**src/rtl/decode_regfile_scoreboard.sv**
```systemverilog
// Decode-stage register file with per-register in-flight write scoreboard.
// Operands bypass same-cycle writeback; DepStall holds issue until producers retire.
module decode_regfile_scoreboard #(
    parameter int unsigned REG_WIDTH = 16,
    parameter int unsigned NUM_REGS  = 16,
    parameter int unsigned CNT_WIDTH = 2
) (
    input  logic                         I_CLOCK,
    input  logic                         I_LOCK,
    input  logic                         I_WriteBackEnable,
    input  logic [$clog2(NUM_REGS)-1:0]  I_WriteBackRegIdx,
    input  logic [REG_WIDTH-1:0]         I_WriteBackData,
    input  logic                         I_IssueValid,
    input  logic                         I_Src1Use,
    input  logic [$clog2(NUM_REGS)-1:0]  I_Src1RegIdx,
    input  logic                         I_Src2Use,
    input  logic [$clog2(NUM_REGS)-1:0]  I_Src2RegIdx,
    input  logic                         I_DestEn,
    input  logic [$clog2(NUM_REGS)-1:0]  I_DestRegIdx,
    input  logic                         I_Flush,
    output logic [REG_WIDTH-1:0]         O_Src1Data,
    output logic [REG_WIDTH-1:0]         O_Src2Data,
    output logic                         O_DepStall,
    output logic                         O_IssueAccept,
    output logic                         O_Underflow
);

    localparam int unsigned IDX_W = $clog2(NUM_REGS);
    localparam logic [CNT_WIDTH-1:0] CNT_MAX = '1;
    localparam logic [CNT_WIDTH-1:0] CNT_ONE = CNT_WIDTH'(1);

    logic [REG_WIDTH-1:0] regs     [NUM_REGS];
    logic [CNT_WIDTH-1:0] cnt      [NUM_REGS];
    logic [CNT_WIDTH-1:0] cnt_next [NUM_REGS];

    logic src1_hazard;
    logic src2_hazard;
    logic dest_full;

    // Operand read with same-cycle writeback bypass
    always_comb begin
        O_Src1Data = regs[I_Src1RegIdx];
        O_Src2Data = regs[I_Src2RegIdx];
        if (I_WriteBackEnable && (I_WriteBackRegIdx == I_Src1RegIdx)) O_Src1Data = I_WriteBackData;
        if (I_WriteBackEnable && (I_WriteBackRegIdx == I_Src2RegIdx)) O_Src2Data = I_WriteBackData;
    end

    // A source is clear if idle or its last outstanding write retires this cycle
    always_comb begin
        src1_hazard = I_Src1Use && (cnt[I_Src1RegIdx] != '0)
                      && !(I_WriteBackEnable && (I_WriteBackRegIdx == I_Src1RegIdx)
                           && (cnt[I_Src1RegIdx] == CNT_ONE));
        src2_hazard = I_Src2Use && (cnt[I_Src2RegIdx] != '0)
                      && !(I_WriteBackEnable && (I_WriteBackRegIdx == I_Src2RegIdx)
                           && (cnt[I_Src2RegIdx] == CNT_ONE));
        dest_full   = I_DestEn && (cnt[I_DestRegIdx] == CNT_MAX)
                      && !(I_WriteBackEnable && (I_WriteBackRegIdx == I_DestRegIdx));
        O_DepStall    = I_IssueValid && (src1_hazard || src2_hazard || dest_full);
        O_IssueAccept = I_IssueValid && !O_DepStall && !I_Flush;
    end

    // Scoreboard next state: saturating inc on issue, dec on retire, flush clears
    always_comb begin
        for (int unsigned r = 0; r < NUM_REGS; r++) begin
            logic inc;
            logic dec;
            cnt_next[r] = cnt[r];
            inc = O_IssueAccept && I_DestEn && (I_DestRegIdx == IDX_W'(r));
            dec = I_WriteBackEnable && (I_WriteBackRegIdx == IDX_W'(r)) && (cnt[r] != '0);
            if (I_Flush) begin
                cnt_next[r] = '0;
            end else if (inc && !dec && (cnt[r] != CNT_MAX)) begin
                cnt_next[r] = cnt[r] + CNT_ONE;
            end else if (dec && !inc) begin
                cnt_next[r] = cnt[r] - CNT_ONE;
            end
        end
    end

    always_ff @(posedge I_CLOCK or negedge I_LOCK) begin
        if (!I_LOCK) begin
            for (int unsigned r = 0; r < NUM_REGS; r++) begin
                regs[r] <= '0;
                cnt[r]  <= '0;
            end
            O_Underflow <= 1'b0;
        end else begin
            for (int unsigned r = 0; r < NUM_REGS; r++) begin
                cnt[r] <= cnt_next[r];
            end
            if (I_WriteBackEnable) begin
                regs[I_WriteBackRegIdx] <= I_WriteBackData;
                if (cnt[I_WriteBackRegIdx] == '0) O_Underflow <= 1'b1;
            end
        end
    end

endmodule

```
**config.mk**
```make
export PLATFORM = sky130hd
export DESIGN_NAME = decode_regfile_scoreboard
export DESIGN_NICKNAME = d
export VERILOG_FILES = /design/src/rtl/decode_regfile_scoreboard.sv
export SDC_FILE = /design/constraint.sdc
export NUM_CORES = 1
export LEC_CHECK = 0
export CAP_MARGIN = 20
export CORE_MARGIN = 3
export CORE_UTILIZATION = 43
export CTS_BUF_LIST = sky130_fd_sc_hd__clkbuf_4 sky130_fd_sc_hd__clkbuf_8
export CTS_CLUSTER_DIAMETER = 120
export DETAILED_ROUTE_END_ITERATION = 10
export PLACE_DENSITY = 0.6
export RECOVER_POWER = 50
export SLEW_MARGIN = 20
export SYNTH_ARGS = -nofsm -noshare
export SYNTH_HDL_FRONTEND = slang
export SYNTH_SLANG_ARGS = --single-unit
```
**constraint.sdc**
```tcl
create_clock -name I_CLOCK -period 3.6 [get_ports I_CLOCK]
set_input_delay 0.72 -clock I_CLOCK [delete_from_list [all_inputs] [get_ports I_CLOCK]]
set_output_delay 0.72 -clock I_CLOCK [all_outputs]
set_load 0.005 [all_outputs]
```
Yosys cells after proc, flatten, opt, wreduce, memory -nomap -nowiden. Cells that the tools add are included.

Bits in registers: 289. Latch bits: 0. Bits in writable memories: 0. Bits in read-only memories: 0. Input bits: 40. Output and inout bits: 35. Logic and storage cells: 386. Memories: 0.

Add/sub/neg operators: 32. Multiply operators: 0. Divide/modulo/power cells: 0. Order comparisons: 5. Eq/ne operators: 52. Shift operators: 0. Multiplexer cells: 71. Bitwise logic cells: 4. Reduce and logical (&&, ||, !) cells: 189.

Operators with widths (number): bitwise mux 256 bit (1); binary-select mux 16 bit (select 4 bit) (2); logical AND 1 bit (112); 2-to-1 mux 16 bit (7); 2-to-1 mux 2 bit (56); demux 16 bit (select 4 bit) (1); equality test 4 bit, second input constant (16); nonzero test 3 bit (16); logical NOT 1 bit (37); nonzero test 2 bit (18); adder 2 x 1 -> 2 bit, second input constant (16); binary-select mux 2 bit (select 4 bit) (4); equality test 4 x 3 -> 1 bit, second input constant (8); != test 2 bit, second input constant (16); subtractor 2 x 1 -> 2 bit, second input constant (16); >= comparator 5 bit, second input constant (4); NOT 4 -> 5 bit (4); equality test 4 x 2 -> 1 bit, second input constant (4); equality test 4 bit (3); equality test 4 x 1 -> 1 bit, second input constant (2); logical NOT 4 bit (2); less-than comparator 5 x 1 -> 1 bit, second input constant (1); equality test 2 x 1 -> 1 bit, second input constant (2); equality test 2 bit, second input constant (1); 3 further kinds (4).

Depth between registers and ports, before layout.
Depth after elaboration: 21. Depth in mapped cells: 11. Depth with buffers taken out: 7.

Least setup slack after synthesis. OpenSTA, ideal clock, no wires.

Path type: input-to-output. Start: input port I_Src2RegIdx[0]. End: output port O_Src2Data[0]. Data arrival time: 2860 ps. Data required time: 2880 ps. Slack: 20 ps. Cell stages on the path: 6. Path buffers: 3. Path through: buf_4 buf_1 buf_2 mux4_2 mux4_2 mux2_2.

Cells in the longest elaborated chain, start to end: 5. Elaborated cells between the ends (all ways): 7. Classes of those cells: 1 x eq/ne; 4 x mux; 1 x bitwise; 1 x reduce/logical.

RTL lines: start: declaration (RTL line 17) `input logic [$clog2(NUM_REGS)-1:0] I_Src2RegIdx,`; NOT 4 -> 5 bit (implied by the code) (RTL line 43) `O_Src2Data = regs[I_Src2RegIdx];`; binary-select mux 16 bit (select 4 bit) (RTL line 43); 2-to-1 mux 16 bit (implied by the code) (2 in series) (RTL line 43); 2-to-1 mux 16 bit (*) (RTL line 45) `if (I_WriteBackEnable && (I_WriteBackRegIdx == I_Src2RegIdx)) O_Src2Data = I_WriteBackData;`; end: declaration (RTL line 22) `output logic [REG_WIDTH-1:0] O_Src2Data,`.

Mark *: on every way between the ends. The rest lies on a longest branch, timed or not. The select of a mux whose other input is x is not followed.

Final worst setup path.
Start: input port I_Src1RegIdx[0]. End: output port O_Src1Data[0].

Cells in the longest elaborated chain, start to end: 5. Elaborated cells between the ends (all ways): 7. Classes of those cells: 1 x eq/ne; 4 x mux; 1 x bitwise; 1 x reduce/logical.

RTL lines: start: declaration (RTL line 15) `input logic [$clog2(NUM_REGS)-1:0] I_Src1RegIdx,`; NOT 4 -> 5 bit (implied by the code) (RTL line 42) `O_Src1Data = regs[I_Src1RegIdx];`; binary-select mux 16 bit (select 4 bit) (RTL line 42); 2-to-1 mux 16 bit (implied by the code) (2 in series) (RTL line 42); 2-to-1 mux 16 bit (*) (RTL line 44) `if (I_WriteBackEnable && (I_WriteBackRegIdx == I_Src1RegIdx)) O_Src1Data = I_WriteBackData;`; end: declaration (RTL line 21) `output logic [REG_WIDTH-1:0] O_Src1Data,`.

Marked as above.

==> out/results.tsv <==
stage	metric	value	unit
timing	holdWs	491.1	ps
power	p_leak	0.009006	µW
power	vdd_ir_drop_max	0.2192	mV
layout	drive_gt1_share	42.94	%
synthesis	async_flop_share	100.0	%
hold_path	hold_path_class	flop to flop	
layout	area_growth	21.54	%
critical_path	cpMaxStageDelayCell	mux4_2	
grt	grt_use_total	26.29	%
synthesis	yosysSeqAreaShare	42.32	%
synthesis	ys_types	62	
timing	setup-violations-final	0	
timing	fmax	279.4	MHz
placement	gp_congestion	0.9414	
critical_path	worstPathRequired	2880	ps
route	dr.pass1.iters	5	
timing	fin_tns_setup	0	ps
run_status	violations	capacitance limit, slew limit	
synthesis	synth-edff-count	0	
timing	fin_skew	31.70	ps
route	drt_iter0_drc	1292	
synthesis	synth-seq-cells	289	
clock_tree	clk_latency	630	ps
grt	grt_pass1_wl	83230	µm
layout	nFillCells	3325	
timing	hold_viol	0	
critical_path	path_cells	buf_8, buf_12, buf_6, buf_16, mux4_2, mux4_2, mux2_2, dlygate4sd2_1	
floorplanning	rows	72	
clock_tree	cts_htree_levels	2	
synthesis	synthFlopType	dfrtp_1	
run_status	status	finished, violations left	
clock_tree	cts_tree	yes	
timing	max_slew_margin	-54.21	%
synthesis	synth_top_area_share	42.32	%
timing	post-route-min-period	3580	ps
floorplanning	die_height	205.4	µm
synthesis	yosysWarnings	0	
critical_path	cp.arrival	2860	ps
floorplanning	start_util	43.91	%
critical_path	cpPeakStageDelay	530	ps
placement	io_buffers	74	
power	p_per_area	485.2	nW/µm²
synthesis	synthTopCellsByArea	dfrtp_1, mux4_2, mux2_2	
synthesis	yosys.area.top_type	dfrtp_1	
timing	worst_slew_pin_slew	2313	ps
clock_tree	numCtsBuffers	51	
clock_tree	root_buffer	clkbuf_8	
grt	grt_max_degree	87	
synthesis	syn_area_per_cell	12.45	µm²
route	final_antenna_net_count	0	
hold_path	min_from	regs[1]$_DFFE_PN0P_	
clock_tree	clk_pin_slew_worst_paths	60	ps
clock_tree	cts_buffer_depth	3	
grt	grt_overflow	0	
critical_path	r2r_start	cnt[17]$_DFFE_PN0P_	
grt	antenna_found_initial	2	
critical_path	path_max_fanout	10	
power	p_total	10080	µW
timing	period_share	99.44	%
route	num_vias	12826	
floorplanning	die_area	42170	µm²
floorplanning	boundaryPins	75	
route	wirelength	54290	µm
synthesis	synth_nets	1413	
layout	fin_nets	1577	
grt	grt_pass1_vias	13009	
clock_tree	ctsHoldBuffers	0	
synthesis	syn_inst	1373	
critical_path	path_class	primary input to output port	
synthesis	syn_area	17090	µm²
layout	diodes	0	
critical_path	crit_path_frequent_cell	mux4_2	
floorplanning	die_w	205.4	µm
critical_path	setup.worst_path.end_class	output port	
route	via_per_inst	6.137	
critical_path	startpoint_type	primary input	
route	remaining_drc_errors	0	
timing	slew_viol_final	86	
placement	dpl.hpwl	34460	µm
floorplanning	core-area	38920	µm²
timing	rsz0062_at_grt	true	
critical_path	critPathLaunch	I_Src1RegIdx[0]	
clock_tree	cts.sinks	289	
flow_run	max_cap_viol_count	1	
route	wire_per_inst	25.98	µm
[report_power, final]
| part | switching (µW) | internal, µW | leakage [µW] |
|---|---|---|---|
| logic | 945 | 1540 | 0.00480 |
| clock network | 1420 | 1810 | 0.000568 |
| registers | 470 | 3900 | 0.00364 |
[cell families (layout without fill, tap and decap cells)]
group	after synthesis	count (layout)	synth area share, %
muxes	389	389	38.07
DFF	289	289	42.32
and+or+nand+nor	462	462	11.90
buffers and inverters	136	335	3.478
xor gates and xnor gates	12	12	0.6150
AOI/OAI and AO/OA	85	85	3.624
[cells in the mapped netlist (9+ instances only)]
cell type,n
a21oi_1,26
buf_1,22
buf_2,21
clkbuf_1,81
dfrtp_1,289
mux2_2,194
mux4_2,189
nand2_1,314
nand2b_1,11
nor2_1,45
nor2b_1,11
nor3_1,18
o21ai_0,12
xor2_1,9
[through the flow]
stage	cells	util [%]	cell area, µm²	setup slack, ps
2_1_floorplan	1373	-	17090	20.27
3_3_place_gp	1970	49.22	19150	-677.8
3_5_place_dp	1970	49.22	19150	-653.4
4_1_cts	2087	53.35	20760	10.36
5_1_grt	2090	53.37	20770	-8.642
6_report	2090	53.37	20770	20.29
[per-layer routing]
metal	vias to the layer above	track usage, %	part of all wire, %	wire length [µm]
met5	-	0	0.042	23
met4	4	8.982	3.5	1891
met3	139	5.490	8.7	4701
met2	638	41.86	48	25870
met1	6636	36.19	40	21810
li1	5409	-	-	-
[worst paths after layout]
path / to / slack, ps / cells after the start
hold reg to reg: regs[1]$_DFFE_PN0P_ / 490 / 2
min in group asynchronous: regs[198]$_DFFE_PN0P_ / 820 / 1
setup reg to reg: cnt[27]$_DFFE_PN0P_ / 840 / 8
setup / recovery: O_Src1Data[0] / 20 / 8
hold / removal: regs[1]$_DFFE_PN0P_ / 490 / 2
max in group asynchronous: cnt[25]$_DFFE_PN0P_ / 640 / 2
[area by class of cell]
type	count	area (µm²)	share of cell area, %
clock buffers	79	987.2	4.753
flip-flops and latches	289	7233	34.82
inverters	5	18.77	0.09036
well taps	518	648.1	3.120
clock inverters	9	86.33	0.4156
multi-input cells	948	9311	44.83
repair buffers	242	2486	11.97
[cell usage in the layout, fill, tap and decap left out, drive strengths merged, types with 3 or more instances in the layout]
cell,instances
xor2,9
inv,6
nor2,46
dfrtp,289
a21oi,26
nor3,18
bufbuf,3
nor3b,9
nor2b,11
and3,5
o211ai,3
nand3,8
mux2i,5
or3,3
nor4b,6
nand4,9
buf,165
a211o,4
nand4b,5
a41oi,4
clkinv,5
nand2,315
mux2,195
nand2b,11
clkdlybuf4s15,5
a31o,5
o32ai,4
xnor2,3
dlygate4sd2,34
clkdlybuf4s50,24
mux4,189
and2,8
a31oi,4
a211oi,6
clkbuf,88
o21ai,12
[state kept, by name (all words and copies together) (netlist names)]
register and cells:
O_Underflow 1, cnt 32, regs 256
[critical path: cells and delay by family]
family | cells | cell delay (ps)
buffers and inverters | 5 | 780
muxes | 3 | 1340
[timing repair]
action | 4_1_cts | 5_1_grt
pin swaps | 5 | 6
gates cloned | 7 | 0
setup endpoints to repair | 34 | 11
gates resized for setup | 92 | 10
buffers inserted | 22 | 5
(Power assumes the default switching activity.)
==> edit 1 (same settings) <==
Put one more register stage on the output `O_Underflow`, cleared by the reset. The value now appears one clock later. The other outputs are not delayed to match.
--- a/src/rtl/decode_regfile_scoreboard.sv
+++ b/src/rtl/decode_regfile_scoreboard.sv
@@ -29,4 +29,6 @@
     localparam logic [CNT_WIDTH-1:0] CNT_MAX = '1;
     localparam logic [CNT_WIDTH-1:0] CNT_ONE = CNT_WIDTH'(1);
+
+    logic O_Underflow_s0;
 
     logic [REG_WIDTH-1:0] regs     [NUM_REGS];
@@ -84,5 +86,5 @@
                 cnt[r]  <= '0;
             end
-            O_Underflow <= 1'b0;
+            O_Underflow_s0 <= 1'b0;
         end else begin
             for (int unsigned r = 0; r < NUM_REGS; r++) begin
@@ -91,6 +93,14 @@
             if (I_WriteBackEnable) begin
                 regs[I_WriteBackRegIdx] <= I_WriteBackData;
-                if (cnt[I_WriteBackRegIdx] == '0) O_Underflow <= 1'b1;
+                if (cnt[I_WriteBackRegIdx] == '0) O_Underflow_s0 <= 1'b1;
             end
+        end
+    end
+
+    always_ff @(posedge I_CLOCK or negedge I_LOCK) begin
+        if (!I_LOCK) begin
+            O_Underflow <= '0;
+        end else begin
+            O_Underflow <= O_Underflow_s0;
         end
     end
Function: changed (a bounded check fails within 4 cycles, from zero or initial values).
==> edit 1 against the unedited design <==
- die area decreased by 0.42%
- sequential cell count increased by 1
- the flow still finishes with violations (capacitance limit, slew limit)
- utilization increased by 1.0 points
- routed wire length increased by 2.6%
- setup slack improved by 22 ps
- highest routed layer is now met4
- register-to-register slack got worse by 140 ps
- total power increased by 4.2%
- synthesized area decreased by 0.43%
- design area increased by 1.7%
==> edit 1: results (changes against the unedited design) <==
POWER AND IR DROP
--------------------------------------------------------------------------------
Leakage power                                                         0.00940 uW   was 0.00901 uW
Cell-internal power                                                      7610 uW   was 7250 uW
Max rail drop VDD                                                     0.000285 V   was 0.000219 V
Net Sw Power                                                             2890 uW   was 2830 uW
P_clk                                                                    3670 uW   was 3230 uW

WORST SETUP PATH
--------------------------------------------------------------------------------
Slowest stage cell on the critical path                             sky130_fd_sc_hd__clkdlybuf4s50_1   was sky130_fd_sc_hd__mux4_2
Highest cell delay on the worst timing path                               500 ps   was 530 ps
Worst Reg-to-Reg Cells                                                         7   was 8
Critical path's top delay family                                    buffers and inverters   was multiplexers

DETAILED ROUTING
--------------------------------------------------------------------------------
Via/cell ratio                                                              6.02   was 6.14
Average wire per standard cell                                           25.2 um   was 26.0 um
Drt initial violations                                                      1150   was 1292

STA
--------------------------------------------------------------------------------
Transition at the pin with the smallest max-transition slack             2060 ps   was 2310 ps
Fin. max-slew vios                                                            94   was 86

LAYOUT
--------------------------------------------------------------------------------
Number of filler cells placed in the layout                                 3276   was 3325
Final nets                                                                  1687   was 1577
Fraction of final layout cells with drive strength greater than 1          40.1%   was 42.9%

OUTCOME
--------------------------------------------------------------------------------
Violations in the final reports                                     capacitance limit, slew limit   unchanged
Run status                                                          complete, but fails checks   unchanged

GLOBAL ROUTING
--------------------------------------------------------------------------------
Gr usage total                                                             26.9%   was 26.3%
Antenna violations before repair                                               0   was 2
Maximum number of pins on one net before global-route repair                  84   was 87

SYNTHESIS
--------------------------------------------------------------------------------
Xor/xnor share of the synthesized area                                    0.721%   was 0.615%
Biggest area contributors in the synthesized netlist                sky130_fd_sc_hd__dfrtp_1 (43%), sky130_fd_sc_hd__mux4_2 (25%), sky130_fd_sc_hd__mux2_2 (11%)   was sky130_fd_sc_hd__dfrtp_1 (42%), sky130_fd_sc_hd__mux4_2 (25%), sky130_fd_sc_hd__mux2_2 (13%)
Commonest cells in the netlist                                      sky130_fd_sc_hd__nand2_1 (410), sky130_fd_sc_hd__dfrtp_1 (290), sky130_fd_sc_hd__mux4_2 (186)   was sky130_fd_sc_hd__nand2_1 (314), sky130_fd_sc_hd__dfrtp_1 (289), sky130_fd_sc_hd__mux2_2 (194)

RUN
--------------------------------------------------------------------------------
Number of max-capacitance violations reported                                  2   was 1

WORST HOLD PATH
--------------------------------------------------------------------------------
Worst Hold Depth                                                               0   was 2

PLACED DESIGN
--------------------------------------------------------------------------------
Placement-stage worst setup slack                                        -563 ps   was -653 ps
RD Place Congestion                                                        0.937   was 0.941

CTS
--------------------------------------------------------------------------------
Inserted Clock Buffers                                                        53   was 51
Insertion delay of the later-clocked pin in the worst-skew pair           650 ps   was 630 ps

[edit 1: changes by cell type after synthesis, sizes merged, moves of 5 or more]
cell / unedited run / this run
nand4: 9 / 4
a211oi: 6 / 13
nand3: 8 / 21
or2: 2 / 10
inv: 5 / 10
nand4b: 5 / 0
xor2: 9 / 3
nand2: 315 / 410
mux2: 195 / 162
nor4: 1 / 7
o21ai: 12 / 20
xnor2: 3 / 11
[edit 1: final timing paths]
check | end | start | slack, ps
worst max-delay path | O_Src1Data[15] | I_WriteBackRegIdx[2] | 40
worst min-delay path | O_Underflow | O_Underflow_s0 | 380
worst max register to register | cnt[30] | cnt[7] | 700
worst min register to register | O_Underflow | O_Underflow_s0 | 380
max in group asynchronous | regs[204] | I_LOCK | 670
min in group asynchronous | cnt[22] | I_LOCK | 640
[edit 1: logic make-up after synthesis]
family	Yosys count
multiplexers	351
AO/OA/AOI/OAI	90
AND/OR/NAND/NOR	574
XOR/XNOR	14
buffers and inverters	141
flip-flops	290
[edit 1: layout make-up]
type,count,share of cell area [%]
multi-input cells,1029,44.0
flip-flops and latches,290,34.4
repair buffers,263,12.4
clock buffers,85,4.95
well taps,518,3.07
clock inverters,13,0.966
inverters,10,0.178
[edit 1: layer usage]
metal	global-route usage, %	wire, um
met1	36.3	22000
met2	43.2	26600
met3	6.15	5120
met4	9.57	1930
met5	0	0
[edit 1: metrics by stage]
step / cell area [um^2] / std cells
after global placement: 19400 / 2076
final: 21100 / 2208
after floorplan: 17000 / 1460
after detailed placement: 19400 / 2076
after global routing: 21100 / 2208
after CTS: 21000 / 2197
[edit 1: repair_timing]
item,4_1_cts,5_1_grt
setup endpoints to repair,34,13
pin swaps,4,5
hold buffers,0,0
gates cloned,7,0
hold endpoints to repair,0,0
buffers inserted,16,12
gates resized for setup,66,24
==> edit 2 (config.mk and constraints unchanged) <==
Without the edit above. The parameter `NUM_REGS` goes from 16 to 32.
--- a/src/rtl/decode_regfile_scoreboard.sv
+++ b/src/rtl/decode_regfile_scoreboard.sv
@@ -3,5 +3,5 @@
 module decode_regfile_scoreboard #(
     parameter int unsigned REG_WIDTH = 16,
-    parameter int unsigned NUM_REGS  = 16,
+    parameter int unsigned NUM_REGS  = 32,
     parameter int unsigned CNT_WIDTH = 2
 ) (
Interface: changed (resized I_DestRegIdx, I_Src1RegIdx, I_Src2RegIdx and I_WriteBackRegIdx); port bits go from 75 to 79. No check against the original RTL was run, so the function may have changed too.
==> edit 2 against the unedited design <==
- the run ends with capacitance limit, slew limit, setup timing left
- routed wire length up 110%
- clock skew down 2.8 ps
- synthesized area up 96%
- sequential cell count up 288
- design area up 97%
- setup slack worse by 91 ps
- total power up 98%
- register-to-register slack worse by 370 ps
==> edit 2: results (changes against the unedited design) <==
CTS
--------------------------------------------------------------------------------
CTS H-tree depth                                                               3   was 2
Insertion delay of the later-clocked pin in the worst-skew pair           720 ps   was 630 ps
Inserted Clock Buffers                                                       102   was 51

WORST SETUP PATH
--------------------------------------------------------------------------------
Data arrival time at the worst-slack endpoint                            2950 ps   was 2860 ps
Highest cell delay on the worst timing path                               500 ps   was 530 ps
Top fanout value on the critical path                                          2   was 10
Worst setup slack for register-to-register paths                          470 ps   was 840 ps

GLOBAL ROUTING
--------------------------------------------------------------------------------
Gr usage total                                                             28.3%   was 26.3%
Global-route wire length before repair                                 172000 um   was 83200 um
Via count of the first global-routing pass                                 26.5k   was 13.0k
Antenna violations before repair                                               0   was 2
Maximum number of pins on one net before global-route repair                  90   was 87

LAYOUT
--------------------------------------------------------------------------------
Fraction of final layout cells with drive strength greater than 1          45.4%   was 42.9%
Final Non-Filler Cells                                                      4102   was 2090
Final nets                                                                  3033   was 1577
Number of filler cells placed in the layout                                 6459   was 3325
Registers with the most flip-flops                                  regs x512, cnt x64, O_Underflow x1   was regs x256, cnt x32, O_Underflow x1

PLACED DESIGN
--------------------------------------------------------------------------------
Count of input and output buffers                                             78   was 74
Final HPWL from detailed placement                                      74400 um   was 34500 um
Total cell area at the placement stage                                37500 um^2   was 19200 um^2
RD Place Congestion                                                        0.926   was 0.941

DETAILED ROUTING
--------------------------------------------------------------------------------
Via/cell ratio                                                              6.29   was 6.14
Drt initial violations                                                      2621   was 1292
Total length of routed wires                                           115000 um   was 54300 um

STA
--------------------------------------------------------------------------------
Fin. max-slew vios                                                           107   was 86
Finish-stage setup viols                                                       2   was 0
Setup WS post-layout                                                    -70.6 ps   was 20.3 ps

SYNTHESIS
--------------------------------------------------------------------------------
Compound-cell area share of the yosys netlist                              4.65%   was 3.62%
Biggest area contributors in the synthesized netlist                sky130_fd_sc_hd__dfrtp_1 (43%), sky130_fd_sc_hd__mux4_2 (24%), sky130_fd_sc_hd__mux2_2 (13%)   was sky130_fd_sc_hd__dfrtp_1 (42%), sky130_fd_sc_hd__mux4_2 (25%), sky130_fd_sc_hd__mux2_2 (13%)
Count of distinct cell types in the synthesized netlist                       61   was 62
Fraction of the yosys area taken by sequential cells                       43.1%   was 42.3%
Average cell area after synthesis                                      12.6 um^2   was 12.4 um^2
Xor/xnor share of the synthesized area                                    0.392%   was 0.615%

POWER AND IR DROP
--------------------------------------------------------------------------------
Leakage power                                                          0.0180 uW   was 0.00901 uW

OUTCOME
--------------------------------------------------------------------------------
Violations in the final reports                                     capacitance limit, slew limit, setup timing   was capacitance limit, slew limit
Run status                                                          complete, but fails checks   unchanged

RUN
--------------------------------------------------------------------------------
Number of max-capacitance violations reported                                  2   was 1

edit 2: changes by cell type after synthesis, sizes merged, moves of 15 or more:
cell | unedited run | this run
mux2 | 195 | 387
nand2 | 315 | 484
nand3 | 8 | 46
mux4 | 189 | 353
clkbuf | 81 | 186
o21ai | 12 | 59
nor3 | 18 | 33
nor3b | 9 | 28
dfrtp | 289 | 577
mux2i | 5 | 45
nor2 | 46 | 84
a21oi | 26 | 69
a31oi | 4 | 19
edit 2: metrics by stage:
| stage | hold slack [ps] | setup slack [ps] | total power, uW | TNS [ps] |
|---|---|---|---|---|
| finish | 357 | -70.6 | 19900 | -116 |
| global route | 333 | -203 | 20700 | -760 |
| CTS | 61.2 | -140 | 20000 | -649 |
| detailed placement | 483 | -588 | 13000 | -16910 |
| global placement | 471 | -503 | 12800 | -12280 |
| floorplan | 424 | 9.80 | 11200 | 0 |
edit 2: cells by family after synthesis:
| family | Yosys count |
|---|---|
| xor gates and xnor gates | 15 |
| muxes | 785 |
| and+or+nand+nor | 788 |
| buffers and inverters | 263 |
| AOI/OAI and AO/OA | 238 |
| DFF | 577 |
edit 2: timing repair:
item,CTS,global route
endpoints found under the hold margin,0,0
resized for setup,165,55
pin swaps,14,22
gates cloned,13,0
endpoints found under the setup margin,34,23
buffers inserted,80,22
edit 2: layout make-up:
cell class	count	area share [%]
tap	1030	3.14
multi-input combinational	1826	44.2
clock inverter	13	0.372
inverter	14	0.134
clock buffer	173	5.23
sequential	577	35.2
timing repair buffer	468	11.7
antenna	1	0.00610
edit 2: worst paths after layout:
path | start | endpoint | cells past startpoint
min in group asynchronous | I_LOCK | regs[340] | 1
worst min register to register | regs[12] | regs[12] | 2
worst max register to register | cnt[49] | cnt[20] | 11
max in group asynchronous | I_LOCK | regs[209] | 2
worst min-delay path | I_Flush | cnt[31] | 2
worst max-delay path | cnt[49] | O_DepStall | 9
edit 2: layer usage:
metal  global-route usage, %  wire, um  vias to the layer above
met5                       0         0                        -
met4                    12.8      5560                        0
met3                    5.57      9520                      315
met2                    43.8     53100                     1293
met1                    38.9     46700                    13500
li1                        -         -                    10700
edit 2: report_power, final:
group	switching (uW)	total [uW]	internal, uW
logic	1960	4720	2760
registers	820	8430	7610
clock network	2940	6780	3830
